<file path="config.mk">
export PLATFORM = sky130hd
export DESIGN_NAME = led_display_pattern_driver
export DESIGN_NICKNAME = d
export VERILOG_FILES = /design/src/rtl/led_display_pattern_driver_pkg.sv /design/src/rtl/led_display_driver_phy.sv /design/src/rtl/led_display_pattern_gen.sv /design/src/rtl/led_display_pattern_driver.sv
export SDC_FILE = /design/constraint.sdc
export NUM_CORES = 1
export LEC_CHECK = 0
export ABC_AREA = 1
export CAP_MARGIN = 5
export CORE_ASPECT_RATIO = 1.4
export CORE_MARGIN = 3
export CORE_UTILIZATION = 50
export CTS_CLUSTER_SIZE = 24
export DETAILED_ROUTE_END_ITERATION = 12
export PLACE_DENSITY_LB_ADDON = 0.25
export RECOVER_POWER = 50
export REMOVE_ABC_BUFFERS = 1
export SLEW_MARGIN = 10
export SYNTH_ARGS = -nofsm -noshare
export SYNTH_HDL_FRONTEND = slang
export SYNTH_SLANG_ARGS = --single-unit
</file>
<file path="constraint.sdc">
create_clock -name clk_in -period 1.9 [get_ports clk_in]
set_clock_uncertainty 0.05 [all_clocks]
set_input_delay 0.285 -clock clk_in [delete_from_list [all_inputs] [get_ports clk_in]]
set_output_delay 0.285 -clock clk_in [all_outputs]
set_load 0.01 [all_outputs]
</file>
<file path="src/rtl/led_display_pattern_driver_pkg.sv">
// Shared types, constants and helpers for the LED matrix pattern driver.
package led_display_package;

  localparam int GL_NUM_COL_PIXELS = 64;
  localparam int GL_NUM_ROW_PIXELS = 32;
  localparam int GL_ADDR_W         = 4;
  localparam int GL_COL_W          = 6;

  // One half-panel row: one bit per column per channel, column 0 in bit 0.
  typedef struct packed {
    logic [GL_NUM_COL_PIXELS-1:0] red;
    logic [GL_NUM_COL_PIXELS-1:0] green;
    logic [GL_NUM_COL_PIXELS-1:0] blue;
  } rgb_half_t;

  typedef struct packed {
    rgb_half_t top;
    rgb_half_t bot;
  } rgb_row_t;

  localparam int GL_RGB_ROW_W = $bits(rgb_row_t);

  // Mode encodings; any other mode_in value renders as MODE_OFF.
  localparam logic [3:0] MODE_OFF     = 4'd0;
  localparam logic [3:0] MODE_SOLID   = 4'd1;
  localparam logic [3:0] MODE_DEBUG_V = 4'd2;

  localparam logic [GL_NUM_COL_PIXELS-1:0] GL_EVEN_COL_MASK = {(GL_NUM_COL_PIXELS/2){2'b01}};

  typedef enum logic [1:0] {
    PHY_IDLE  = 2'd0,
    PHY_SHIFT = 2'd1,
    PHY_LATCH = 2'd2
  } phy_state_t;

  // System-clock cycles per bit-clock phase, rounded up so BCLK_FREQ is never exceeded.
  function automatic int half_period(input int sys_clk_freq, input int bclk_freq);
    return (sys_clk_freq + 2 * bclk_freq - 1) / (2 * bclk_freq);
  endfunction

  // Pattern for one half row; the patterns do not depend on the scan address.
  function automatic rgb_half_t build_half(input logic [3:0] mode, input logic [2:0] colour);
    logic [GL_NUM_COL_PIXELS-1:0] mask;
    rgb_half_t half;
    case (mode)
      MODE_SOLID:   mask = '1;
      MODE_DEBUG_V: mask = GL_EVEN_COL_MASK;
      default:      mask = '0;
    endcase
    half.red   = colour[0] ? mask : '0;
    half.green = colour[1] ? mask : '0;
    half.blue  = colour[2] ? mask : '0;
    return half;
  endfunction

  // Six serial data bits of one column: {b_bot, g_bot, r_bot, b_top, g_top, r_top}.
  function automatic logic [5:0] column_bits(input rgb_row_t row, input logic [GL_COL_W-1:0] col);
    return {row.bot.blue[col], row.bot.green[col], row.bot.red[col],
            row.top.blue[col], row.top.green[col], row.top.red[col]};
  endfunction

endpackage

</file>
<file path="src/rtl/led_display_driver_phy.sv">
// Serial row PHY: captures an accepted row, shifts it out column 0 first, then latches it.
module led_display_driver_phy
  import led_display_package::*;
#(
  parameter int SYS_CLK_FREQ   = 100_000_000,
  parameter int BCLK_FREQ      = 21_000_000,
  parameter int NUM_COL_PIXELS = 64
) (
  input  logic                 i_clk,
  input  logic                 i_rst,
  input  logic                 i_row_valid,
  input  rgb_row_t             i_row,
  input  logic [GL_ADDR_W-1:0] i_row_addr,
  output logic                 o_row_ready,
  output logic [5:0]           o_data,
  output logic                 o_bit_clk,
  output logic                 o_latch,
  output logic [GL_ADDR_W-1:0] o_row_addr,
  output logic [1:0]           o_state
);

  localparam int HALF = half_period(SYS_CLK_FREQ, BCLK_FREQ);
  localparam int PH_W = $clog2(2 * HALF);
  localparam logic [PH_W-1:0]     PH_RISE = PH_W'(HALF - 1);
  localparam logic [PH_W-1:0]     PH_END  = PH_W'(2 * HALF - 1);
  localparam logic [GL_COL_W-1:0] COL_END = GL_COL_W'(NUM_COL_PIXELS - 1);

  phy_state_t           r_state;
  phy_state_t           w_state_next;
  logic                 w_ready;
  logic                 w_bit_end;
  rgb_row_t             r_row;
  logic [GL_ADDR_W-1:0] r_addr_cap;
  logic [GL_ADDR_W-1:0] r_addr_out;
  logic [PH_W-1:0]      r_phase;
  logic [GL_COL_W-1:0]  r_col;
  logic                 r_bclk;
  logic                 r_latch;
  logic [5:0]           r_data;

  assign w_bit_end   = (r_phase == PH_END);
  assign o_row_ready = w_ready;
  assign o_data      = r_data;
  assign o_bit_clk   = r_bclk;
  assign o_latch     = r_latch;
  assign o_row_addr  = r_addr_out;
  assign o_state     = r_state;

  // State register.
  always_ff @(posedge i_clk or posedge i_rst) begin
    if (i_rst) r_state <= PHY_IDLE;
    else       r_state <= w_state_next;
  end

  // Next state and ready: accept only in IDLE, one bit-clock period per column and for the latch.
  always_comb begin
    w_state_next = r_state;
    w_ready      = 1'b0;
    case (r_state)
      PHY_IDLE: begin
        w_ready = 1'b1;
        if (i_row_valid) w_state_next = PHY_SHIFT;
      end
      PHY_SHIFT: if (w_bit_end && (r_col == COL_END)) w_state_next = PHY_LATCH;
      PHY_LATCH: if (w_bit_end) w_state_next = PHY_IDLE;
      default:   w_state_next = PHY_IDLE;
    endcase
  end

  // Datapath: data changes together with the falling bit clock, a full phase ahead of the rise.
  always_ff @(posedge i_clk or posedge i_rst) begin
    if (i_rst) begin
      r_row      <= '0;
      r_addr_cap <= '0;
      r_addr_out <= '0;
      r_phase    <= '0;
      r_col      <= '0;
      r_bclk     <= 1'b0;
      r_latch    <= 1'b0;
      r_data     <= '0;
    end else begin
      case (r_state)
        PHY_IDLE: begin
          r_phase <= '0;
          r_col   <= '0;
          if (i_row_valid) begin
            r_row      <= i_row;
            r_addr_cap <= i_row_addr;
            r_data     <= column_bits(i_row, '0);
          end
        end
        PHY_SHIFT: begin
          r_phase <= w_bit_end ? '0 : r_phase + 1'b1;
          if (r_phase == PH_RISE) r_bclk <= 1'b1;
          if (w_bit_end) begin
            r_bclk <= 1'b0;
            if (r_col == COL_END) begin
              r_latch    <= 1'b1;
              r_addr_out <= r_addr_cap;
              r_data     <= '0;
            end else begin
              r_col  <= r_col + 1'b1;
              r_data <= column_bits(r_row, r_col + 1'b1);
            end
          end
        end
        PHY_LATCH: begin
          r_phase <= w_bit_end ? '0 : r_phase + 1'b1;
          if (w_bit_end) r_latch <= 1'b0;
        end
        default: r_phase <= '0;
      endcase
    end
  end

endmodule

</file>
<file path="src/rtl/led_display_pattern_gen.sv">
// Test-pattern generator: scan address, mode-change restart, row build and inter-row hold.
// Handshake: a row transfers in a cycle where o_row_valid and i_row_ready are both high;
// o_row_valid is only ever raised while i_row_ready is high, so valid alone marks the transfer.
module led_display_pattern_gen
  import led_display_package::*;
#(
  parameter int SYS_CLK_FREQ   = 100_000_000,
  parameter int NUM_ROW_PIXELS = 32,
  parameter int SIMULATION     = 0
) (
  input  logic                 i_clk,
  input  logic                 i_rst,
  input  logic [3:0]           i_mode,
  input  logic [2:0]           i_colour,
  input  logic                 i_row_ready,
  output logic                 o_row_valid,
  output rgb_row_t             o_row,
  output logic [GL_ADDR_W-1:0] o_row_addr
);

  localparam int ROW_HOLD = (SIMULATION != 0) ? 0 : SYS_CLK_FREQ / 32_000;
  localparam int HOLD_W   = $clog2(ROW_HOLD + 2);
  localparam logic [GL_ADDR_W-1:0] LAST_ADDR = GL_ADDR_W'(NUM_ROW_PIXELS / 2 - 1);

  logic [HOLD_W-1:0]    r_hold_cnt;
  logic [3:0]           r_mode_q;
  logic [GL_ADDR_W-1:0] r_addr;
  logic                 r_armed;
  logic                 w_hold_expired;
  logic                 w_mode_changed;

  assign w_hold_expired = (r_hold_cnt == '0);
  assign w_mode_changed = (i_mode != r_mode_q);

  // No row is offered in the cycle a mode change is seen, so the next row is address 0 of the new mode.
  assign o_row_valid = r_armed & i_row_ready & w_hold_expired & ~w_mode_changed;
  assign o_row       = '{top: build_half(i_mode, i_colour), bot: build_half(i_mode, i_colour)};
  assign o_row_addr  = r_addr;

  // Address sequencing, mode tracking and hold timer.
  always_ff @(posedge i_clk or posedge i_rst) begin
    if (i_rst) begin
      r_hold_cnt <= '0;
      r_mode_q   <= MODE_OFF;
      r_addr     <= '0;
      r_armed    <= 1'b0;
    end else begin
      r_armed  <= 1'b1;
      r_mode_q <= i_mode;
      if (w_mode_changed) begin
        r_addr <= '0;
      end else if (o_row_valid) begin
        r_addr <= (r_addr == LAST_ADDR) ? '0 : r_addr + 1'b1;
      end
      if (o_row_valid) begin
        r_hold_cnt <= HOLD_W'(ROW_HOLD);
      end else if (!w_hold_expired) begin
        r_hold_cnt <= r_hold_cnt - 1'b1;
      end
    end
  end

endmodule

</file>
<file path="src/rtl/led_display_pattern_driver.sv">
// HUB75 front end: pattern generator feeding the serial row PHY over a valid/ready row handshake.
module led_display_pattern_driver
  import led_display_package::*;
#(
  parameter int SYS_CLK_FREQ   = 100_000_000,
  parameter int BCLK_FREQ      = 21_000_000,
  parameter int NUM_COL_PIXELS = 64,
  parameter int NUM_ROW_PIXELS = 32,
  parameter int SIMULATION     = 0
) (
  input  logic       clk_in,
  input  logic       reset_in,
  input  logic [3:0] mode_in,
  input  logic [2:0] colour_in,
  output logic       red_top_out,
  output logic       green_top_out,
  output logic       blue_top_out,
  output logic       red_bot_out,
  output logic       green_bot_out,
  output logic       blue_bot_out,
  output logic       bit_clk_out,
  output logic       latch_out,
  output logic [3:0] row_address_out,
  output logic [1:0] dbg_phy_state_out
);

  logic                 w_row_valid;
  logic                 w_row_ready;
  rgb_row_t             w_row;
  logic [GL_ADDR_W-1:0] w_row_addr;
  logic [5:0]           w_data;

  led_display_pattern_gen #(
    .SYS_CLK_FREQ   (SYS_CLK_FREQ),
    .NUM_ROW_PIXELS (NUM_ROW_PIXELS),
    .SIMULATION     (SIMULATION)
  ) u_gen (
    .i_clk       (clk_in),
    .i_rst       (reset_in),
    .i_mode      (mode_in),
    .i_colour    (colour_in),
    .i_row_ready (w_row_ready),
    .o_row_valid (w_row_valid),
    .o_row       (w_row),
    .o_row_addr  (w_row_addr)
  );

  led_display_driver_phy #(
    .SYS_CLK_FREQ   (SYS_CLK_FREQ),
    .BCLK_FREQ      (BCLK_FREQ),
    .NUM_COL_PIXELS (NUM_COL_PIXELS)
  ) u_phy (
    .i_clk       (clk_in),
    .i_rst       (reset_in),
    .i_row_valid (w_row_valid),
    .i_row       (w_row),
    .i_row_addr  (w_row_addr),
    .o_row_ready (w_row_ready),
    .o_data      (w_data),
    .o_bit_clk   (bit_clk_out),
    .o_latch     (latch_out),
    .o_row_addr  (row_address_out),
    .o_state     (dbg_phy_state_out)
  );

  assign red_top_out   = w_data[0];
  assign green_top_out = w_data[1];
  assign blue_top_out  = w_data[2];
  assign red_bot_out   = w_data[3];
  assign green_bot_out = w_data[4];
  assign blue_bot_out  = w_data[5];

endmodule

</file>
# == Yosys cells after proc, flatten, opt, wreduce, memory -nomap -nowiden ==
# Index checks and enable logic that the tools add are counted.
# word_totals
in_bits,9
regBits,240
elab_cells,90
output_inout_bits,14
# op_classes
n_addsub,4
eq_ne,16
reduce_logical,15
n_lt_le_gt_ge,1
bitwise_logic,4
muxes,35
# ops
operator,count
64-bit two-way mux,3
64-bit case mux with 2 select lines,1
6-bit two-way mux,5
12-bit two-way mux,2
6-bit case mux with 2 select lines,2
1-bit binary-select mux with 6-bit select,3
12-bit logical NOT,1
4-bit two-way mux,3
3-bit AND reduction,4
"12-bit by 1-bit subtractor with 12-bit output, second input constant",1
"2-bit by 1-bit inequality test with 1-bit output, second input constant",5
1-bit two-way mux,9
2-bit nonzero test,4
"6-bit by 7-bit < comparator with 1-bit output, second input constant",1
"6-bit by 1-bit adder with 6-bit output, second input constant",1
"6-bit equality test, second input constant",1
2-bit two-way mux,3
3-bit two-way mux,2
2-bit case mux with 3 select lines,1
"4-bit by 1-bit adder with 4-bit output, second input constant",1
"4-bit by 1-bit equality test with 1-bit output, second input constant",1
"4-bit by 2-bit equality test with 1-bit output, second input constant",1
"4-bit equality test, second input constant",1
"2-bit inequality test, second input constant",2
14 further kinds,17

# == Longest topological paths before layout ==
# Gate-level depths: netlist of run 1.
# logic_depth
ltp_word,7
mapped_depth,11
ltp_nobuf,11

# == Cells and area by module ==
# Synthesis of run 1 repeated with hierarchy kept, for this count alone.
# unflattened
hier_cells,2984
hier_area_um2,23779.1
# modules_own_cells
module,area_each_um2,seq_area_each_um2,cells_each,n_inst
led_display_driver_phy,19695.1,10284.9,2441,1
led_display_pattern_gen,4083.9,525.5,543,1

# == Worst setup path before layout of run 1 ==
# Ideal clock, no wire load.
# synth_timing
kind,register -> register
startpoint,"register u_phy.r_state[0], in the netlist u_phy.o_state[0]"
endpoint,"register u_phy.r_state[0], in the netlist u_phy.o_state[0]"
setup_ns,0.117
path_slack_ns,0.284
path_buffers,0
synth_period_minus_slack_ns,1.616
stages_incl_launch_ff,10
required_ns,1.733
arrival_time_ns,1.449
path_cell_list,dfrtp_1 -> inv_1 -> ha_1 -> nand2_1 -> inv_1 -> nand3_4 -> o21ai_4 -> nand2_1 -> nand2_1 -> nand2_1
# synth_between
elab_cells_between_ends,12
cone_classes,5 x eq/ne; 2 x mux; 3 x bitwise; 2 x reduce/logical
# synth_lines
element,line_no,rtl
start: declaration,led_display_driver_phy.sv:28,phy_state_t r_state;
start signal: assignment,led_display_driver_phy.sv:52,else r_state <= w_state_next;
"2-bit equality test, or another cell as far along",led_display_driver_phy.sv:59,case (r_state)
2-bit case mux with 3 select lines *,led_display_driver_phy.sv:59,
net u_phy.w_state_next[0],led_display_driver_phy.sv:29,phy_state_t w_state_next;
# The timed path passes the listed nets; every way through them passes the cells marked *.
# A chain may end at the register's enable or synchronous reset.

# == Worst setup path in the final report of run 1 ==
# layout_timing
startpoint,register u_gen.r_hold_cnt[1]
endpoint,"register u_gen.r_addr[2], in the netlist u_gen.o_row_addr[2]"
# layout_between
elab_chain_cells,4
# layout_rtl
element,line_no,rtl
start: declaration,led_display_pattern_gen.sv:25,logic [HOLD_W-1:0] r_hold_cnt;
start signal: assignment,led_display_pattern_gen.sv:56,r_hold_cnt <= HOLD_W'(ROW_HOLD);
start signal: assignment,led_display_pattern_gen.sv:58,r_hold_cnt <= r_hold_cnt - 1'b1;
12-bit logical NOT,led_display_pattern_gen.sv:32,assign w_hold_expired = (r_hold_cnt == '0);
1-bit bitwise AND (2 in series),led_display_pattern_gen.sv:36,assign o_row_valid = r_armed & i_row_ready & w_hold_expired & ~w_mode_changed;
2-bit nonzero test (no source line),--,
end signal: assignment,led_display_pattern_gen.sv:53,r_addr <= (r_addr == LAST_ADDR) ? '0 : r_addr + 1'b1;
end: declaration,led_display_pattern_gen.sv:27,logic [GL_ADDR_W-1:0] r_addr;
# Every way passes these cells.

==> flow_summary.json, run 1 <==
{
  "worstHoldPathType": "reg2reg",
  "fin_crit_ns": 1.69,
  "io_buffers": 22,
  "ys_warn_count": 0,
  "grt_pass1_vias": 2118,
  "die_w_um": 68.5,
  "synth-seq-cells": 51,
  "p_leak_nw": 1.64,
  "cts.htree.levels": 2,
  "setup_tns_ns": 0,
  "antenna_left": 0,
  "seq_area_frac_synth_pct": 46.6,
  "cts-root-buf": "clkbuf_8",
  "crit_required_ns": 2.07,
  "rsz0062_at_grt": "no",
  "hold_slack_ns": 0.424,
  "final_core_util_pct": 61.0,
  "worst-path-stages": 10,
  "peakVddDrop_v": 0.000494,
  "numCtsBuffers": 5,
  "fmax_mhz": 590,
  "gp_congestion": 0.923,
  "finalHoldViolations": 0,
  "start_util_pct": 52.3,
  "clk_path_buf_depth": 2,
  "cap_viol_max_count": 0,
  "grt_max_degree": 52,
  "syn-instance-count": 343,
  "powerDensity_nw_per_um2": 641,
  "core_area_um2": 5240,
  "critPathCaptureType": "flop",
  "grt.total_usage_pct": 18.4,
  "grt_antenna_before_repair": 0,
  "holdBufCountCts": 0,
  "cts_tree": "built",
  "place_inst": 433,
  "criticalPathCategory": "reg2reg",
  "path_common_cell": "nand2_1",
  "syn_to_final_growth_pct": 16.6,
  "drt_wl_total_mm": 5.11,
  "yosysTopAreaCellShare_pct": 46.6,
  "clock_sinks": 51,
  "boundaryPins": 23,
  "slew_viol_final": 0,
  "synth_edf_count": 0,
  "slowest_delay_ns": 0.41,
  "path_cells": "inv_1, ha_1, nand2_1, nor2_1, nand2_1, nor2_4, nand3_4, inv_2, nand2_1, o21ai_1",
  "synth_flop_cell": "dfrtp_1",
  "finalCritPeriodShare_pct": 89.2,
  "synthArstFlopShare_pct": 100,
  "fin_cells": 441,
  "firstDrtPassIters": 4,
  "crit_slowest_cell": "dfrtp_1",
  "worstMarginPinSlew_ns": 1.23,
  "vias": 2157,
  "avgRoutedWirePerCell_um": 11.6,
  "rows": 31,
  "cp.arrival_ns": 1.87,
  "drive_gt1_share_pct": 12.0,
  "cts_resized": 0,
  "syn_area_um2": 2740,
  "post_synth_main_area_contributors": "dfrtp_1, nand2_1, inv_1",
  "status": "complete, no violations",
  "crit_buf_inv": 2,
  "die_h_um": 93.6,
  "drc": 0,
  "post_cts_buffers": 0,
  "synth_area_leader_cell": "dfrtp_1",
  "insertion_delay_ns": 0.30,
  "dp_hpwl_mm": 3.98,
  "syn_area_per_cell_um2": 7.98,
  "drtIter0Drc": 85,
  "path_max_fanout": 5,
  "slew_headroom_pct": 18.1,
  "grt_pass1_wl_mm": 9.16,
  "final_net_count": 390,
  "cpLargestDelayFamily": "simple AND/OR/NAND/NOR gates",
  "whs_path_depth": 2,
  "synthDistinctLibCells": 31,
  "start_kind": "flop",
  "die-area_um2": 6410,
  "placed_cell_area_um2": 3080,
  "grt_overflow_total": 0,
  "stdcell_area_um2": 3190,
  "worstRegToRegCells": 10,
  "n_antenna_cell": 0,
  "vias_per_cell": 4.89,
  "path_clk_slew_ns": 0.09,
  "setup_viol": 0
}
flip-flops by register name, summed over array words and instances (netlist names), 2 cells and up:
| signal | cells |
|---|---|
| u_phy.r_row | 6 |
| u_phy.r_addr_cap | 4 |
| u_phy.r_phase | 3 |
| u_phy.r_col | 6 |
| u_phy.o_data | 3 |
| u_phy.o_row_addr | 4 |
| u_gen.o_row_addr | 4 |
| u_phy.o_state | 2 |
| u_gen.r_hold_cnt | 12 |
| u_gen.r_mode_q | 4 |
cells in the mapped netlist, drive strengths merged, types with 2 or more instances:
master	count
nor3	8
nand3b	2
inv	57
buf	4
nor2	36
nand2	107
xor2	5
dfrtp	51
a21oi	5
o21ai	23
ha	7
nand3	30
cells by family after synthesis:
group / after synthesis / synth area share (%)
other: 1 / 0.137
xor gates and xnor gates: 6 / 1.92
DFF: 51 / 46.6
and+or+nand+nor: 184 / 31.9
AOI/OAI and AO/OA: 30 / 6.03
buffers and inverters: 62 / 9.37
muxes: 2 / 0.777
adders and majority gates: 7 / 3.20
final cells by class:
cell class                 instances  area [µm²]
timing repair buffer              29         283
fill                             488        2040
inverter                          57         214
sequential                        51        1280
clock inverter                     2        60.1
clock buffer                       6        72.6
multi-input combinational        230        1200
tap                               66        82.6
path summary, 6_finish.rpt:
check,from,end,slack [ns]
max reg2reg,u_gen.r_hold_cnt[1],u_gen.o_row_addr[2],0.21
min in group asynchronous,reset_in,u_phy.o_latch,0.63
max,u_gen.r_hold_cnt[1],u_gen.o_row_addr[2],0.21
min reg2reg,u_phy.r_row[318],u_phy.r_row[318],0.42
min,u_phy.r_row[318],u_phy.r_row[318],0.42
max in group asynchronous,reset_in,u_phy.r_row[317],0.40
per-layer routing:
layer / up-vias / share of wire, % / GRT usage, %
met5: - / 0 / 0
met4: 0 / 1.2 / 6.14
met3: 6 / 2.4 / 3.25
met2: 24 / 54 / 32.2
met1: 1009 / 42 / 22.0
li1: 1118 / - / -
where the power goes:
part,switching (mW),internal (mW),total [mW]
Clock,0.349,0.526,0.875
Combinational,0.0500,0.0248,0.0748
Sequential,0.00362,1.09,1.10
per-stage QoR:
stage | total power [mW] | setup WS, ns
after floorplan | 1.16 | 0.265
after global placement | 1.20 | 0.0388
after detailed placement | 1.20 | -0.0133
after CTS | 2.08 | 0.195
after global routing | 2.13 | 0.0492
final | 2.05 | 0.205
cell usage in the layout (no fill, tap or decap), drive strengths merged, types with 6 or more instances in the layout:
| cell | count |
|---|---|
| nand2 | 107 |
| buf | 6 |
| nand3 | 30 |
| dfrtp | 51 |
| inv | 56 |
| clkdlybuf4s50 | 18 |
| clkbuf | 7 |
| nor3 | 8 |
| nor2 | 36 |
| o21ai | 23 |
| ha | 7 |
tightest hold or removal path: stages, from the launching register on:
cell and delay [ns]:
dfrtp_1 0.35, nand2_1 0.05, nand2_1 0.05
Power figures use the tool's default switching activity.
==> run 2: changes to the inputs <==
--- a/config.mk
+++ b/config.mk
@@ -6,7 +6,7 @@
 export NUM_CORES = 1
 export LEC_CHECK = 0
 export ABC_AREA = 1
-export CAP_MARGIN = 5
+export CAP_MARGIN = 20
 export CORE_ASPECT_RATIO = 1.4
 export CORE_MARGIN = 3
 export CORE_UTILIZATION = 50
@@ -18,4 +18,5 @@
 export SLEW_MARGIN = 10
 export SYNTH_ARGS = -nofsm -noshare
 export SYNTH_HDL_FRONTEND = slang
+export SYNTH_HIERARCHICAL = 1
 export SYNTH_SLANG_ARGS = --single-unit
==> flow_summary.json, run 2 <==
{
  "status": "complete, but fails checks",
  "violations": "negative setup slack",
  "synth-simple-area-share_pct": 20.5,
  "top_register": "u_phy/r_row",
  "synthMuxAreaShare_pct": 4.07,
  "finalHoldViolations": 0,
  "crit_buf_inv": 2,
  "cp.arrival_ns": 2.66,
  "vias_per_cell": 5.55,
  "clock_sinks": 432,
  "place_inst": 3288,
  "fin_crit_ns": 2.22,
  "setup_viol": 431,
  "post_synth_main_area_contributors": "dfrtp_1, buf_4, nand3_1",
  "drive_gt1_share_pct": 36.4,
  "fmax_mhz": 450,
  "setup_slack_ns": -0.320,
  "seq_area_frac_synth_pct": 45.5,
  "vias": 19300,
  "drt_wl_total_mm": 67.7,
  "synth_area_leader_cell": "dfrtp_1",
  "cap_viol_max_count": 0,
  "grt_antenna_before_repair": 0,
  "synth-adder-area-share_pct": 0.368,
  "firstDrtPassIters": 6,
  "final_common_cell": "dfrtp_1",
  "boundaryPins": 23,
  "cts-root-buf": "clkbuf_16",
  "slew_viol_final": 0,
  "clk_path_buf_depth": 3,
  "syn_area_um2": 23800,
  "fin_cells": 3477,
  "synth-compound-area-share_pct": 8.52,
  "largest_reg_flops": 384,
  "synthDistinctLibCells": 38,
  "total_power_mw": 18.1,
  "yosysTopAreaCellShare_pct": 45.5,
  "path_common_cell": "nand3_1",
  "core_area_um2": 46500,
  "reg_top3": "u_phy/r_row x384, u_gen/r_hold_cnt x12",
  "grt_overflow_total": 0,
  "synth_top_family_by_area": "buffers and inverters",
  "synth_most_common_cell": "dfrtp_1",
  "worstHoldPathType": "in2async",
  "die_h_um": 264,
  "synth_edf_count": 0,
  "syn-instance-count": 2984,
  "cts_tree": "built",
  "die-area_um2": 50200,
  "p_leak_nw": 15.0,
  "critPathCaptureType": "flop",
  "synth_common_cells": "dfrtp_1, nor2_1, nand2_1, buf_4, inv_1",
  "numCtsBuffers": 44,
  "rows": 93,
  "finalCritPeriodShare_pct": 117,
  "synthXorXnorAreaFrac_pct": 0.326,
  "ys_warn_count": 6,
  "antenna_left": 0,
  "syn_to_final_growth_pct": 29.8,
  "grt.total_usage_pct": 23.0,
  "drtIter0Drc": 1672,
  "crit_required_ns": 2.34,
  "dp_hpwl_mm": 32.0,
  "final_cell_mix": "dfrtp_1, nand2_1, inv_1",
  "syn_area_per_cell_um2": 7.97,
  "slowest_delay_ns": 0.49,
  "synthArstFlopShare_pct": 100,
  "synth-seq-cells": 432,
  "synth_flop_cell": "dfrtp_1",
  "slew_headroom_pct": 19.9,
  "die_w_um": 190,
  "cpLargestDelayFamily": "simple AND/OR/NAND/NOR gates",
  "grt_pass1_wl_mm": 94.3,
  "worstMarginPinSlew_ns": 1.20,
  "start_kind": "flop",
  "path_cells": "ha_4, buf_16, buf_12, nand3_1, nand3_1, nand3_2, nand3_1, nand3_1, nand2_2, nand2_1, a21oi_1",
  "final_net_count": 2847,
  "path_max_fanout": 8,
  "io_buffers": 22,
  "cts.htree.levels": 2,
  "powerDensity_nw_per_um2": 587,
  "insertion_delay_ns": 0.57,
  "criticalPathCategory": "reg2reg",
  "path_clk_slew_ns": 0.06,
  "rsz0062_at_grt": "yes",
  "n_antenna_cell": 0,
  "start_util_pct": 51.1,
  "grt_max_degree": 101,
  "peakVddDrop_v": 0.000740,
  "avgRoutedWirePerCell_um": 19.5,
  "grt_pass1_vias": 18000,
  "drc": 0,
  "gp_congestion": 0.805,
  "crit_slowest_cell": "dfrtp_4"
}
[run 2: logic make-up after synthesis]
kind of cell | after synthesis
AND/OR/NAND/NOR | 1168
buffers and inverters | 894
flip-flops | 432
AO/OA/AOI/OAI | 388
multiplexers | 86
XOR/XNOR | 8
adder cells (fa/ha/maj) | 7
other | 1
[run 2: repair_timing]
action                                 4_1_cts  5_1_grt
endpoints found under the hold margin        0        0
gates cloned                                31       57
setup endpoints to repair                  399      405
hold buffers                                 0        0
buffers inserted                            18       15
pin swaps                                   26       43
resized for setup                          246      738
[run 2: through the flow]
step                 TNS, ns  utilization, %  hold slack (ns)  area [µm²]  setup slack, ns
CTS                   -52.10            57.8           0.0461       26900           -0.246
global route         -141.47            66.3            0.319       30900           -0.387
finish                -84.18            66.3            0.262       30900           -0.320
floorplan           -8586.93               -            0.212       20200           -11.92
detailed placement   -151.27            50.7            0.426       23600           -0.482
global placement     -146.85            50.7            0.407       23600           -0.479
[run 2: per-layer routing]
metal	GRT usage, %	vias up	wire length, µm
met4	7.10	0	2580
li1	-	8763	-
met5	0	-	0
met1	29.8	9657	26500
met3	2.54	187	3740
met2	40.3	694	34800
[run 2: final timing paths]
path / start / end / slack (ns) / depth (start not counted)
min in group clk_in: mode_in[1] / u_gen/r_mode_q[1] / 0.31 / 1
max in group asynchronous: reset_in / u_phy/r_row[331] / -0.02 / 4
setup reg to reg: u_phy/r_col[0] / u_phy/o_data[2] / -0.32 / 11
setup / recovery: u_phy/r_col[0] / u_phy/o_data[2] / -0.32 / 11
hold / removal: reset_in / u_gen/o_row_addr[1] / 0.26 / 3
hold reg to reg: u_phy/r_phase[0] / u_phy/r_phase[0] / 0.43 / 1
[run 2: area by class of cell]
type / instances / area (µm²)
sequential: 432 / 10800
multi-input combinational: 1658 / 11200
timing repair buffer: 337 / 5410
fill: 3388 / 15700
clock inverter: 10 / 81.3
tap: 617 / 772
inverter: 358 / 1360
clock buffer: 65 / 1280
[run 2: power breakdown]
group / total [mW] / switching (mW) / internal [mW] / leakage, nW
registers: 9.21 / 0.00238 / 9.20 / 4.41
clock network: 8.45 / 3.66 / 4.79 / 0.678
logic: 0.477 / 0.370 / 0.107 / 9.93
[run 2: worst register-to-register path: cells and delay by family (launching register included)]
family          cells  cell delay (ns)
compound gates      1             0.12
fa+ha+maj           1             0.39
buf+inv             2             0.34
flops               1             0.49
simple gates        7             0.76
